<file path="src/rtl/capture_write_if.sv">
// Probe/configuration inputs and sample-memory write port of the logic
// analyzer capture controller, bundled so the controller and its host share one bus.
interface capture_write_if #(
  parameter int DATA_WIDTH = 8,
  parameter int ADDR_WIDTH = 4
);
  // There is no valid/ready pair and no back-pressure. mem_we qualifies
  // waddr/mem_wdata: the memory must store mem_wdata at waddr on every rising
  // clk edge where mem_we=1. arm is a single-cycle request. The controller
  // samples it only in IDLE or DONE and ignores it while a capture is running.
  logic                  arm;
  logic [DATA_WIDTH-1:0] sample_in;
  logic [DATA_WIDTH-1:0] trigger_mask;
  logic [DATA_WIDTH-1:0] trigger_value;
  logic [ADDR_WIDTH-1:0] post_trigger_count;
  logic                  mem_we;
  logic [ADDR_WIDTH-1:0] waddr;
  logic [DATA_WIDTH-1:0] mem_wdata;
  logic [ADDR_WIDTH-1:0] trig_addr;
  logic                  triggered;
  logic                  done;

  modport master (
    output arm, sample_in, trigger_mask, trigger_value, post_trigger_count,
    input  mem_we, waddr, mem_wdata, trig_addr, triggered, done
  );

  modport slave (
    input  arm, sample_in, trigger_mask, trigger_value, post_trigger_count,
    output mem_we, waddr, mem_wdata, trig_addr, triggered, done
  );
endinterface

</file>
<file path="src/rtl/capture_write.sv">
// Write side of the circular sample buffer: prefill, wait for the masked trigger,
// keep P post-trigger samples, then park waddr on the oldest sample.
module capture_write #(
  parameter int DATA_WIDTH  = 8,
  parameter int ADDR_WIDTH  = 4,
  parameter int MEMORY_SIZE = 2**ADDR_WIDTH
) (
  input  logic         clk,
  input  logic         reset,
  capture_write_if.slave bus,
  output logic [2:0]   dbg_state
);
  typedef enum logic [2:0] {IDLE, PREFILL, ARMED, POST, DONE} state_e;

  localparam logic [ADDR_WIDTH-1:0] LAST = ADDR_WIDTH'(MEMORY_SIZE - 1);

  state_e                state_q, state_d;
  logic [ADDR_WIDTH-1:0] waddr_q, waddr_d;
  logic [ADDR_WIDTH-1:0] trig_addr_q, trig_addr_d;
  logic                  triggered_q, triggered_d;
  logic [ADDR_WIDTH-1:0] cnt_q, cnt_d;
  logic [ADDR_WIDTH-1:0] p_q, p_d;
  logic [DATA_WIDTH-1:0] mask_q, mask_d;
  logic [DATA_WIDTH-1:0] value_q, value_d;
  logic                  mem_we;
  logic                  match;

  always_ff @(posedge clk) begin
    if (reset) begin
      state_q     <= IDLE;
      waddr_q     <= '0;
      trig_addr_q <= '0;
      triggered_q <= 1'b0;
      cnt_q       <= '0;
      p_q         <= '0;
      mask_q      <= '0;
      value_q     <= '0;
    end else begin
      state_q     <= state_d;
      waddr_q     <= waddr_d;
      trig_addr_q <= trig_addr_d;
      triggered_q <= triggered_d;
      cnt_q       <= cnt_d;
      p_q         <= p_d;
      mask_q      <= mask_d;
      value_q     <= value_d;
    end
  end

  // Trigger settings are latched on arm so host-side changes cannot disturb a running capture.
  assign match = ((bus.sample_in ^ value_q) & mask_q) == '0;

  always_comb begin
    state_d     = state_q;
    waddr_d     = waddr_q;
    trig_addr_d = trig_addr_q;
    triggered_d = triggered_q;
    cnt_d       = cnt_q;
    p_d         = p_q;
    mask_d      = mask_q;
    value_d     = value_q;
    mem_we      = (state_q == PREFILL) || (state_q == ARMED) || (state_q == POST);

    if (mem_we) waddr_d = waddr_q + 1'b1;

    case (state_q)
      IDLE, DONE: begin
        if (bus.arm) begin
          waddr_d     = '0;
          p_d         = bus.post_trigger_count;
          mask_d      = bus.trigger_mask;
          value_d     = bus.trigger_value;
          triggered_d = 1'b0;
          cnt_d       = '0;
          // Pre-trigger depth D = LAST - P; D == 0 means no prefill at all.
          state_d     = ((LAST - bus.post_trigger_count) != '0) ? PREFILL : ARMED;
        end
      end
      PREFILL: begin
        cnt_d = cnt_q + 1'b1;
        if (cnt_d == (LAST - p_q)) state_d = ARMED;
      end
      ARMED: begin
        if (match) begin
          trig_addr_d = waddr_q;
          triggered_d = 1'b1;
          cnt_d       = '0;
          state_d     = (p_q != '0) ? POST : DONE;
        end
      end
      POST: begin
        cnt_d = cnt_q + 1'b1;
        if (cnt_d == p_q) state_d = DONE;
      end
      default: state_d = IDLE;
    endcase
  end

  assign bus.mem_we    = mem_we;
  assign bus.waddr     = waddr_q;
  assign bus.mem_wdata = bus.sample_in;
  assign bus.trig_addr = trig_addr_q;
  assign bus.triggered = triggered_q;
  assign bus.done      = (state_q == DONE);
  assign dbg_state     = state_q;
endmodule

</file>
<file path="src/flat_wrapper.sv">
// flat-port wrapper written by rule: the top's interface ports become plain ports
module capture_write_flat 
#(
  parameter int DATA_WIDTH  = 8,
  parameter int ADDR_WIDTH  = 4,
  parameter int MEMORY_SIZE = 2**ADDR_WIDTH
)
  (clk, reset, dbg_state, bus_arm, bus_sample_in, bus_trigger_mask, bus_trigger_value, bus_post_trigger_count, bus_mem_we, bus_waddr, bus_mem_wdata, bus_trig_addr, bus_triggered, bus_done);
  capture_write_if #(.DATA_WIDTH(DATA_WIDTH), .ADDR_WIDTH(ADDR_WIDTH)) bus_i ();
  input  logic clk;
  input  logic reset;
  output logic [2:0] dbg_state;
  input wire logic [$bits(bus_i.arm)-1:0] bus_arm;
  input wire logic [$bits(bus_i.sample_in)-1:0] bus_sample_in;
  input wire logic [$bits(bus_i.trigger_mask)-1:0] bus_trigger_mask;
  input wire logic [$bits(bus_i.trigger_value)-1:0] bus_trigger_value;
  input wire logic [$bits(bus_i.post_trigger_count)-1:0] bus_post_trigger_count;
  output wire logic [$bits(bus_i.mem_we)-1:0] bus_mem_we;
  output wire logic [$bits(bus_i.waddr)-1:0] bus_waddr;
  output wire logic [$bits(bus_i.mem_wdata)-1:0] bus_mem_wdata;
  output wire logic [$bits(bus_i.trig_addr)-1:0] bus_trig_addr;
  output wire logic [$bits(bus_i.triggered)-1:0] bus_triggered;
  output wire logic [$bits(bus_i.done)-1:0] bus_done;
  assign bus_i.arm = bus_arm;
  assign bus_i.sample_in = bus_sample_in;
  assign bus_i.trigger_mask = bus_trigger_mask;
  assign bus_i.trigger_value = bus_trigger_value;
  assign bus_i.post_trigger_count = bus_post_trigger_count;
  assign bus_mem_we = bus_i.mem_we;
  assign bus_waddr = bus_i.waddr;
  assign bus_mem_wdata = bus_i.mem_wdata;
  assign bus_trig_addr = bus_i.trig_addr;
  assign bus_triggered = bus_i.triggered;
  assign bus_done = bus_i.done;
  capture_write #(.DATA_WIDTH(DATA_WIDTH), .ADDR_WIDTH(ADDR_WIDTH), .MEMORY_SIZE(MEMORY_SIZE)) u_core (.clk(clk), .reset(reset), .bus(bus_i), .dbg_state(dbg_state));
endmodule
</file>
<file path="config.mk">
export PLATFORM = sky130hd
export DESIGN_NAME = capture_write_flat
export DESIGN_NICKNAME = d
export VERILOG_FILES = /design/src/rtl/capture_write_if.sv /design/src/rtl/capture_write.sv /design/src/flat_wrapper.sv
export SDC_FILE = /design/constraint.sdc
export NUM_CORES = 1
export LEC_CHECK = 0
export CAP_MARGIN = 20
export CORE_UTILIZATION = 46
export DETAILED_ROUTE_END_ITERATION = 8
export PLACE_DENSITY_LB_ADDON = 0.3
export SETUP_SLACK_MARGIN = 0.2
export SYNTH_ARGS = -nofsm -noshare
export SYNTH_HDL_FRONTEND = slang
export SYNTH_SLANG_ARGS = --single-unit
</file>
<file path="constraint.sdc">
create_clock -name clk -period 2.11 [get_ports clk]
set_input_delay 0.633 -clock clk [delete_from_list [all_inputs] [get_ports clk]]
set_output_delay 0.633 -clock clk [all_outputs]
set_load 0.005 [all_outputs]
</file>
# After elaboration in Yosys (flattened, before gate mapping)
# Cells that the tools add are included.
# classes
n_addsub,4
multipliers,0
div_mod_pow,0
order_cmp,0
eq_ne,10
shift,0
n_mux,16
n_bitwise,2
reduce_logical,15
# op_table
cell,count
$mux 4,5
$mux 3,5
$pmux 3 s4,1
$pmux 4 s3,1
$add 4x1->4 const B,2
$and 8x8->8,1
$eq 4x4->1,2
$logic_not 8->1,1
$reduce_bool 4->1,2
$sub 4x4->4 const A,2
$xor 8x8->8,1
$eq 3x2->1 const B,2
$ne 2x2->1 const B,3
$reduce_and 3->1,2
$reduce_and 2->1,2
$reduce_and 4->1,1
$reduce_or 2->1,2
$eq 3x1->1 const B,1
$eq 3x3->1 const B,1
$logic_not 3->1,1
$reduce_bool 3->1,1
$logic_or 1x1->1,2
$mux 1,2
$mux 2,1
3 further kinds,3
# word_totals
reg_bits,36
latchBits,0
mem_bits_rw,0
mem_bits_ro,0
input_bits,31
out_inout_bits,22
elab_cells,55
memories,0

# Logic depth before layout (Yosys ltp)
# Gate-level depths: netlist of run 1.
# depth
word_depth,6
mapped_depth,7
mapped_depth_nobuf,6

# Least setup slack after synthesis of run 1
# Ideal clock, no wire load.
# synth_timing
path_type,input port to flip-flop
from,in bus_sample_in[2]
to,"reg u_core.state_q[2], in the netlist u_core.dbg_state[2]"
setup_ns,0.123
arrival_ns,1.713
required_time_ns,1.987
setup_slack_ns,0.274
stages,6
path_buffers,1
cell_sequence,xor2_1 -> a22oi_1 -> and4_1 -> buf_2 -> o32ai_1 -> mux2_1
# synth_between
elab_chain_cells,5
# synth_rtl
element,line,rtl
"start, declared",flat_wrapper.sv:14,input wire logic [$bits(bus_i.sample_in)-1:0] bus_sample_in;
$xor 8x8->8,capture_write.sv:51,assign match = ((bus.sample_in ^ value_q) & mask_q) == '0;
$and 8x8->8,capture_write.sv:51,
$logic_not 8->1,capture_write.sv:51,
$ne 2x1->1 (no line),n/a,
$reduce_and 4->1 (no line),n/a,
"end signal, assigned",capture_write.sv:39,state_q <= state_d;
"end, declared",capture_write.sv:17,"state_e state_q, state_d;"
# No other way between the ends.
# A chain may end at the register's enable or synchronous reset.

# Worst setup path in the final report of run 1
# layout_timing
from,"reg u_core.state_q[0], in the netlist u_core.dbg_state[0]"
to,out dbg_state[0]
# layout_lines
element,line,rtl
"end, declared",flat_wrapper.sv:12,output logic [2:0] dbg_state;
# No word-level cell between the ends.

==> reports/qor.txt, run 1 <==
Status: completed
Largest incremental delay on the critical path: 480 ps
Die X: 62.87 um
Leakage Power: 0.9750 nW
WL met1: 1748 um
CTS Sinks: 36
Netlist cell types: 33
Antenna diode count: 0
Seq/Total Area, Yosys: 0.4229
Final Critical Period: 1884 ps
Ys async rst share: 0
Fin. max-slew vios: 0
GRT overflow: 0
Max_slew headroom: 0.6832
Layout cells sized above 1: 0.1760
Storage element area: 728.2 um^2
Final Power: 1.667 mW
Worst min-delay path category: reg -> reg
Skew final: 3.765 ps
RSZ-0062 raised after global routing: no
IO Port Bufs: 52
Clock tree buffer depth: 2
Post-Syn Nets: 241
TritonCTS Buffers: 5
Die height: 62.87 um
H-tree depth: 2
Critical path launch point type: register
Register share of total power: 0.446
Fmax: 0.5307 GHz
EDFF count, synth: 0
Fin crit share: 0.8930
Syn Area/Cell: 8.193 um^2
Vias in the first global route: 1441
GR Util All Layers: 0.2092
Max VDD drop: 0.0004435 V
Synth Register Bits: 36
Final HPWL DP: 2753 um
Fillers: 295
Post-synthesis simple-gate area fraction: 0.2291
Placed cell area: 2281 um^2
# IOs: 53
Post-synthesis mux area share: 0.01248
Final instance area: 2454 um^2
Net Sw Frac: 0.2559
Multi-input gate area: 899.6 um^2
Nets: 299
Critical path's slowest cell: clkdlybuf4s50_1
Clock share of power: 0.353
First-pass GRT wire length: 6458 um
Syn Inst Count: 208
Share of total power in combinational logic: 0.201
CTS tree: yes
Hold Fails Final Rpt: 0
Detail Route Antenna Nets: 0
Area of the mapped netlist: 1704 um^2
Clk Latency, worst-skew pair: 290 ps
DR WL met3: 167 um
Crit path kind: reg -> out
Routed WL: 3903 um
Root Driver: clkbuf_8
Initial core utilization: 0.4951
Area delta synth->final: 43.98%
Initial DRT Pass Iterations: 4
Main synth FF type: dfxtp_1
Power Dens Cells: 679.5 nW/um^2
Std-Cell Rows: 21
Worst slack at placement: -232.2 ps
Critical Path, Cell by Cell: buf_6, clkdlybuf4s50_1
WL met2: 1906 um
RePlAce Congestion: 0.8583
Core Region: 3442 um^2
Arrival time worst endpoint: 1250 ps
Wire per inst: 12.47 um
Max cap viols: 0
Setup-failing EPs final: 0
Drt initial violations: 102
Post-Synth Adder-Cell Area: 0.01468
P_int: 1.241 mW
Vias per cell: 5.243
Crit. End Element: primary output
Non-filler cells, final: 313
Worst endpoint required time: 1480 ps
Maximum fanout along the worst path: 2
Initial antenna violation count: 0
Sw Pwr: 0.4266 mW
Slew at the pin closest to its max-slew limit: 470.8 ps
DRC errors left: 0
Die Footprint: 3952 um^2
Placed Cells: 301
Largest net degree at the start of global routing: 23
Post-synthesis compound-gate area fraction: 0.1777
Largest family of logic cells by synthesized area: simple AND/OR/NAND/NOR gates
Top Metal Used: met4
Ys Warns: 0
Post-Synth XOR/XNOR Area: 0.08076
Worst Setup Slack, final: 225.7 ps
Via count: 1641
Clk slew on worst S/H paths: 70 ps
-- cell families after synthesis --
group / count (synthesis)
XOR/XNOR: 14
adder cells (fa/ha/maj): 2
AO/OA/AOI/OAI: 50
buffers and inverters: 19
multiplexers: 2
AND/OR/NAND/NOR: 85
flip-flops: 36
-- through the flow --
step	hold WS [ps]	util	TNS, ps
global placement	443.0	0.6627	-2567
finish	459.2	0.7128	0
floorplan	436.0	-	0
detailed placement	451.3	0.6627	-2882
CTS	459.3	0.7110	0
global route	479.4	0.7128	0
-- cell type report --
type / instances / share of cell area
Clock inverter: 2 / 0.01428
Sequential cell: 36 / 0.2968
Multi-Input combinational cell: 153 / 0.3667
Tap cell: 46 / 0.02346
Timing Repair Buffer: 70 / 0.2693
Clock buffer: 6 / 0.02958
-- Yosys cell counts (2+ instances only) --
cell type / instances / area, um^2
o32ai_1: 2 / 17.52
ha_1: 2 / 25.02
xor2_1: 10 / 87.58
nor2_1: 9 / 33.78
o21ai_0: 6 / 30.03
a211oi_1: 3 / 22.52
nand2b_1: 5 / 31.28
and2_1: 2 / 12.51
nand3_1: 7 / 35.03
nand4_1: 3 / 18.77
a21oi_1: 29 / 145.1
nor3_1: 6 / 30.03
xnor2_1: 3 / 26.28
buf_4: 8 / 60.06
clkbuf_1: 7 / 26.28
nor2b_1: 2 / 12.51
nand2_1: 44 / 165.2
a22oi_1: 6 / 45.04
or2_2: 2 / 12.51
dfxtp_1: 36 / 720.7
buf_2: 4 / 20.02
-- worst paths after layout --
kind / to / cells past startpoint / slack (ps) / from
worst max register to register: u_core.dbg_state[2] / 6 / 320 / u_core.cnt_q[0]
worst min register to register: u_core.mask_q[5] / 2 / 460 / u_core.mask_q[5]
worst min-delay path: u_core.mask_q[5] / 2 / 460 / u_core.mask_q[5]
worst max-delay path: dbg_state[0] / 2 / 230 / u_core.dbg_state[0]
-- power groups by stage --
stage / Combinational [mW] / Sequential, mW / Clock [mW]
5_1_grt: 0.367 / 0.748 / 0.640
3_3_place_gp: 0.321 / 0.753 / 0
2_1_floorplan: 0.176 / 0.749 / 0
3_5_place_dp: 0.324 / 0.755 / 0
6_report: 0.335 / 0.743 / 0.589
4_1_cts: 0.333 / 0.741 / 0.601
-- repair_timing --
action	in CTS	in global routing
setup endpoints to repair	23	5
setup buffers	4	0
hold buffers	0	0
gates resized for setup	42	4
pin swaps	5	1
-- per-layer routing --
| metal | global-route usage | vias up |
|---|---|---|
| met1 | 0.2531 | 754 |
| li1 | - | 831 |
| met3 | 0.05657 | 8 |
| met4 | 0.08721 | 0 |
| met5 | 0 | - |
| met2 | 0.3454 | 48 |
-- layout by cell type, fill, tap and decap left out, types with 3 or more instances in the layout --
cell,count
a211oi_1,3
a21oi_1,29
a22oi_1,5
buf_4,16
clkbuf_8,5
clkdlybuf4s15_2,7
clkdlybuf4s50_1,33
dfxtp_1,30
dfxtp_2,6
dlygate4sd2_1,11
nand2_1,44
nand2b_1,5
nand3_1,7
nand4_1,3
nor2_1,7
nor3_1,6
o21ai_0,6
xnor2_1,3
xor2_1,10
-- critical path, delay by kind of cell (launching register included) --
kind                   cells  cell delay, ps
DFF                        1             370
buffers and inverters      2             590
-- flip-flops by register name (all words and copies together) (netlist names) --
register / cells
u_core.p_q: 4
u_core.dbg_state: 3
u_core.mask_q: 8
u_core.bus.trig_addr: 4
u_core.bus.triggered: 1
u_core.value_q: 8
u_core.bus.waddr: 4
u_core.cnt_q: 4
No activity file was read; power rests on OpenSTA's default activity.
==> run 2, diff against run 1 <==
--- a/config.mk
+++ b/config.mk
@@ -10,6 +10,7 @@
 export DETAILED_ROUTE_END_ITERATION = 8
 export PLACE_DENSITY_LB_ADDON = 0.3
 export SETUP_SLACK_MARGIN = 0.2
+export SLEW_MARGIN = 20
 export SYNTH_ARGS = -nofsm -noshare
 export SYNTH_HDL_FRONTEND = slang
 export SYNTH_SLANG_ARGS = --single-unit
==> results of run 2 <==
Same layout as run 1: the final DEF is identical, and so are final timing and power.
==> run 3, diff against run 2 <==
--- a/config.mk
+++ b/config.mk
@@ -5,8 +5,9 @@
 export SDC_FILE = /design/constraint.sdc
 export NUM_CORES = 1
 export LEC_CHECK = 0
+export ABC_AREA = 1
 export CAP_MARGIN = 20
-export CORE_UTILIZATION = 46
+export CORE_UTILIZATION = 47
 export DETAILED_ROUTE_END_ITERATION = 8
 export PLACE_DENSITY_LB_ADDON = 0.3
 export SETUP_SLACK_MARGIN = 0.2
==> reports/qor.txt, run 3 <==
Core Region: 3716 um^2 (+8.0%)
Critical path's slowest cell: clkdlybuf4s50_1
Leading area contributor after synthesis: dfxtp_1
Critical Path, Cell by Cell: clkdlybuf4s50_1
Leakage Power: 1.143 nW (+17%)
TritonCTS Buffers: 5 (unchanged)
Worst endpoint required time: 1480 ps (about the same)
Initial core utilization: 0.4966 (+0.001540)
Final HPWL DP: 3098 um (+13%)
Nets: 365 (+22%)
Std-Cell Rows: 22 (+4.8%)
Antenna diode count: 0 (unchanged)
Routed WL: 4375 um (+12%)
Post-Synth Adder-Cell Area: 0.01356 (-0.001125)
Commonest cells in the netlist: 61 x nand2_1, 36 x dfxtp_1, 36 x inv_1
Wire per inst: 11.51 um (-7.7%)
Max cap viols: 0 (unchanged)
GRT overflow: 0 (unchanged)
Fin. max-slew vios: 0 (unchanged)
CP bufs+invs: 1 (-1)
Main synth FF type: dfxtp_1
Largest net degree at the start of global routing: 29 (+26%)
Post-synthesis compound-gate area fraction: 0.1519 (-0.02582)
Post-synthesis mux area share: 0 (-0.01248)
Largest regs: u_core.mask_q (8), u_core.value_q (8)
Netlist cell types: 22 (-33%)
Ys async rst share: 0 (unchanged)
First-pass GRT wire length: 7279 um (+13%)
Crit path kind: reg -> out
Power Dens Cells: 942.6 nW/um^2 (+39%)
Clk slew on worst S/H paths: 70 ps (about the same)
Ys Warns: 0 (unchanged)
CTS tree: yes
Drt initial violations: 94 (-7.8%)
Syn Area/Cell: 6.687 um^2 (-18%)
Detail Route Antenna Nets: 0 (unchanged)
Area delta synth->final: 36.95%
Fin Hold WS: 446.0 ps (-13.21 ps)
Arrival time worst endpoint: 1210 ps (-40 ps)
Largest incremental delay on the critical path: 520 ps (+40 ps)
Max_slew headroom: 0.7946 (+0.1113)
Initial DRT Pass Iterations: 4 (unchanged)
EDFF count, synth: 0 (unchanged)
Critical path launch point type: register
Initial antenna violation count: 0 (unchanged)
Clock tree buffer depth: 2 (unchanged)
H-tree depth: 2 (unchanged)
Most common cell after layout, fill and taps aside: nand2_1
Clk Latency, worst-skew pair: 280 ps (about the same)
RSZ-0062 raised after global routing: no
Maximum fanout along the worst path: 7 (+5)
Area of the mapped netlist: 1846 um^2 (+8.3%)
Hold Fails Final Rpt: 0 (unchanged)
Layout cells sized above 1: 0.1325 (-0.04350)
Post-synthesis simple-gate area fraction: 0.3159 (+0.08686)
Most frequent cell after synthesis: nand2_1
Fmax: 0.5415 GHz (+2.0%)
Synth top area share: 0.3905 (-0.03240)
Setup-failing EPs final: 0 (unchanged)
Finished Core Util: 0.6801 (-0.03270)
Crit. End Element: primary output
Die X: 64.66 um (+2.9%)
Worst min-delay path category: reg -> reg
Max VDD drop: 0.0006739 V (+52%)
Seq/Total Area, Yosys: 0.3905 (-0.03240)
Synth area leaders: dfxtp_1 39%, nand2_1 12%, inv_1 7.3%, a21oi_1 7.1%, o21ai_0 6.8%
Skew final: 5.511 ps (+1.746 ps)
Post-Syn Nets: 309 (+28%)
Commonest cells after routing, fill and taps aside: 60 x nand2_1, 35 x inv_1, 34 x clkdlybuf4s50_1
Vias per cell: 4.992 (-4.8%)
Final Critical Period: 1847 ps (-37.72 ps)
DRC errors left: 0 (unchanged)
Fin crit share: 0.8751 (-0.01788)
Syn Inst Count: 276 (+33%)
Root Driver: clkbuf_8
CTS Sinks: 36 (unchanged)
IO Port Bufs: 52 (unchanged)
# IOs: 53 (unchanged)
Crit path max-delay family: buffers and inverters
Vias in the first global route: 1740 (+21%)
Slew at the pin closest to its max-slew limit: 305.8 ps (-165.0 ps)
Status: completed
GR Util All Layers: 0.2239 (+0.01471)
Via count: 1897 (+16%)
Synth Register Bits: 36 (unchanged)
Final Power: 2.382 mW (+43%)
RePlAce Congestion: 0.8108 (-5.5%)
Largest family of logic cells by synthesized area: simple AND/OR/NAND/NOR gates
Die Footprint: 4181 um^2 (+5.8%)
Die height: 64.66 um (+2.9%)
Worst R2R Setup Slack: 340 ps (+20 ps)
Post-Synth XOR/XNOR Area: 0.004746 (-0.07602)
## run 3: cell types whose count changed after synthesis, moves of 5 or more
| cell | delta |
|---|---|
| nor2_1 | +21 |
| nand3_1 | +16 |
| o21ai_0 | +19 |
| inv_1 | +36 |
| a22oi_1 | -6 |
| nand2_1 | +17 |
| nand2b_1 | -5 |
| xor2_1 | -9 |
| clkbuf_1 | -5 |
## run 3: power by group
| group | switching (mW) | internal (mW) |
|---|---|---|
| clock network | 0.230 | 0.224 |
| logic | 0.527 | 0.444 |
| registers | 0.126 | 0.831 |
| total | 0.883 | 1.50 |
## run 3: metal layers
layer | share of wire | wire length (um) | vias up | global-route usage
met1 | 0.45 | 1974 | 855 | 0.2652
li1 | - | - | 988 | -
met3 | 0.046 | 201 | 11 | 0.04930
met2 | 0.48 | 2094 | 43 | 0.3829
met5 | 0 | 0 | - | 0
met4 | 0.024 | 105 | 0 | 0.1028
## run 3: worst paths after layout
| kind | start | endpoint | cells past startpoint |
|---|---|---|---|
| hold / removal | u_core.bus.trig_addr[1] | u_core.bus.trig_addr[1] | 2 |
| setup / recovery | u_core.dbg_state[2] | dbg_state[2] | 1 |
| setup reg to reg | u_core.cnt_q[1] | u_core.dbg_state[1] | 11 |
| hold reg to reg | u_core.bus.trig_addr[1] | u_core.bus.trig_addr[1] | 2 |
## run 3: final cells by class
class	instances	area [um^2]
Timing Repair Buffer	64	603.1
Multi-Input combinational cell	189	919.6
Tap cell	48	60.06
Sequential cell	36	732.0
Inverter	36	135.1
Clock inverter	1	5.005
Clock buffer	6	72.57
Fill cell	330	1189
## run 3: logic make-up after synthesis
kind of cell / count (synthesis)
simple gates: 132
compound gates: 54
buf+inv: 51
flops: 36
fa+ha+maj: 2
xor+xnor: 1
## run 3: through the flow
stage               cell area, um^2  cells  worst slack (ps)  TNS (ps)
floorplan                      1846    276             488.0         0
global placement               2409    371            -151.7     -1611
detailed placement             2409    371            -175.5     -1855
CTS                            2495    379             96.49         0
global route                   2527    380             215.6         0
finish                         2527    380             263.4         0
## run 3: timing repair
| action | CTS | global route |
|---|---|---|
| gates resized for setup | 38 | 9 |
| endpoints found under the setup margin | 14 | 12 |
| pin swaps | 1 | 5 |
| hold buffers | 0 | 0 |
| setup buffers | 1 | 1 |
## run 3: worst min-delay path, cell delays in order (launching register included)
cell and delay (ps):
dfxtp_1 310, inv_1 50, a21oi_1 50
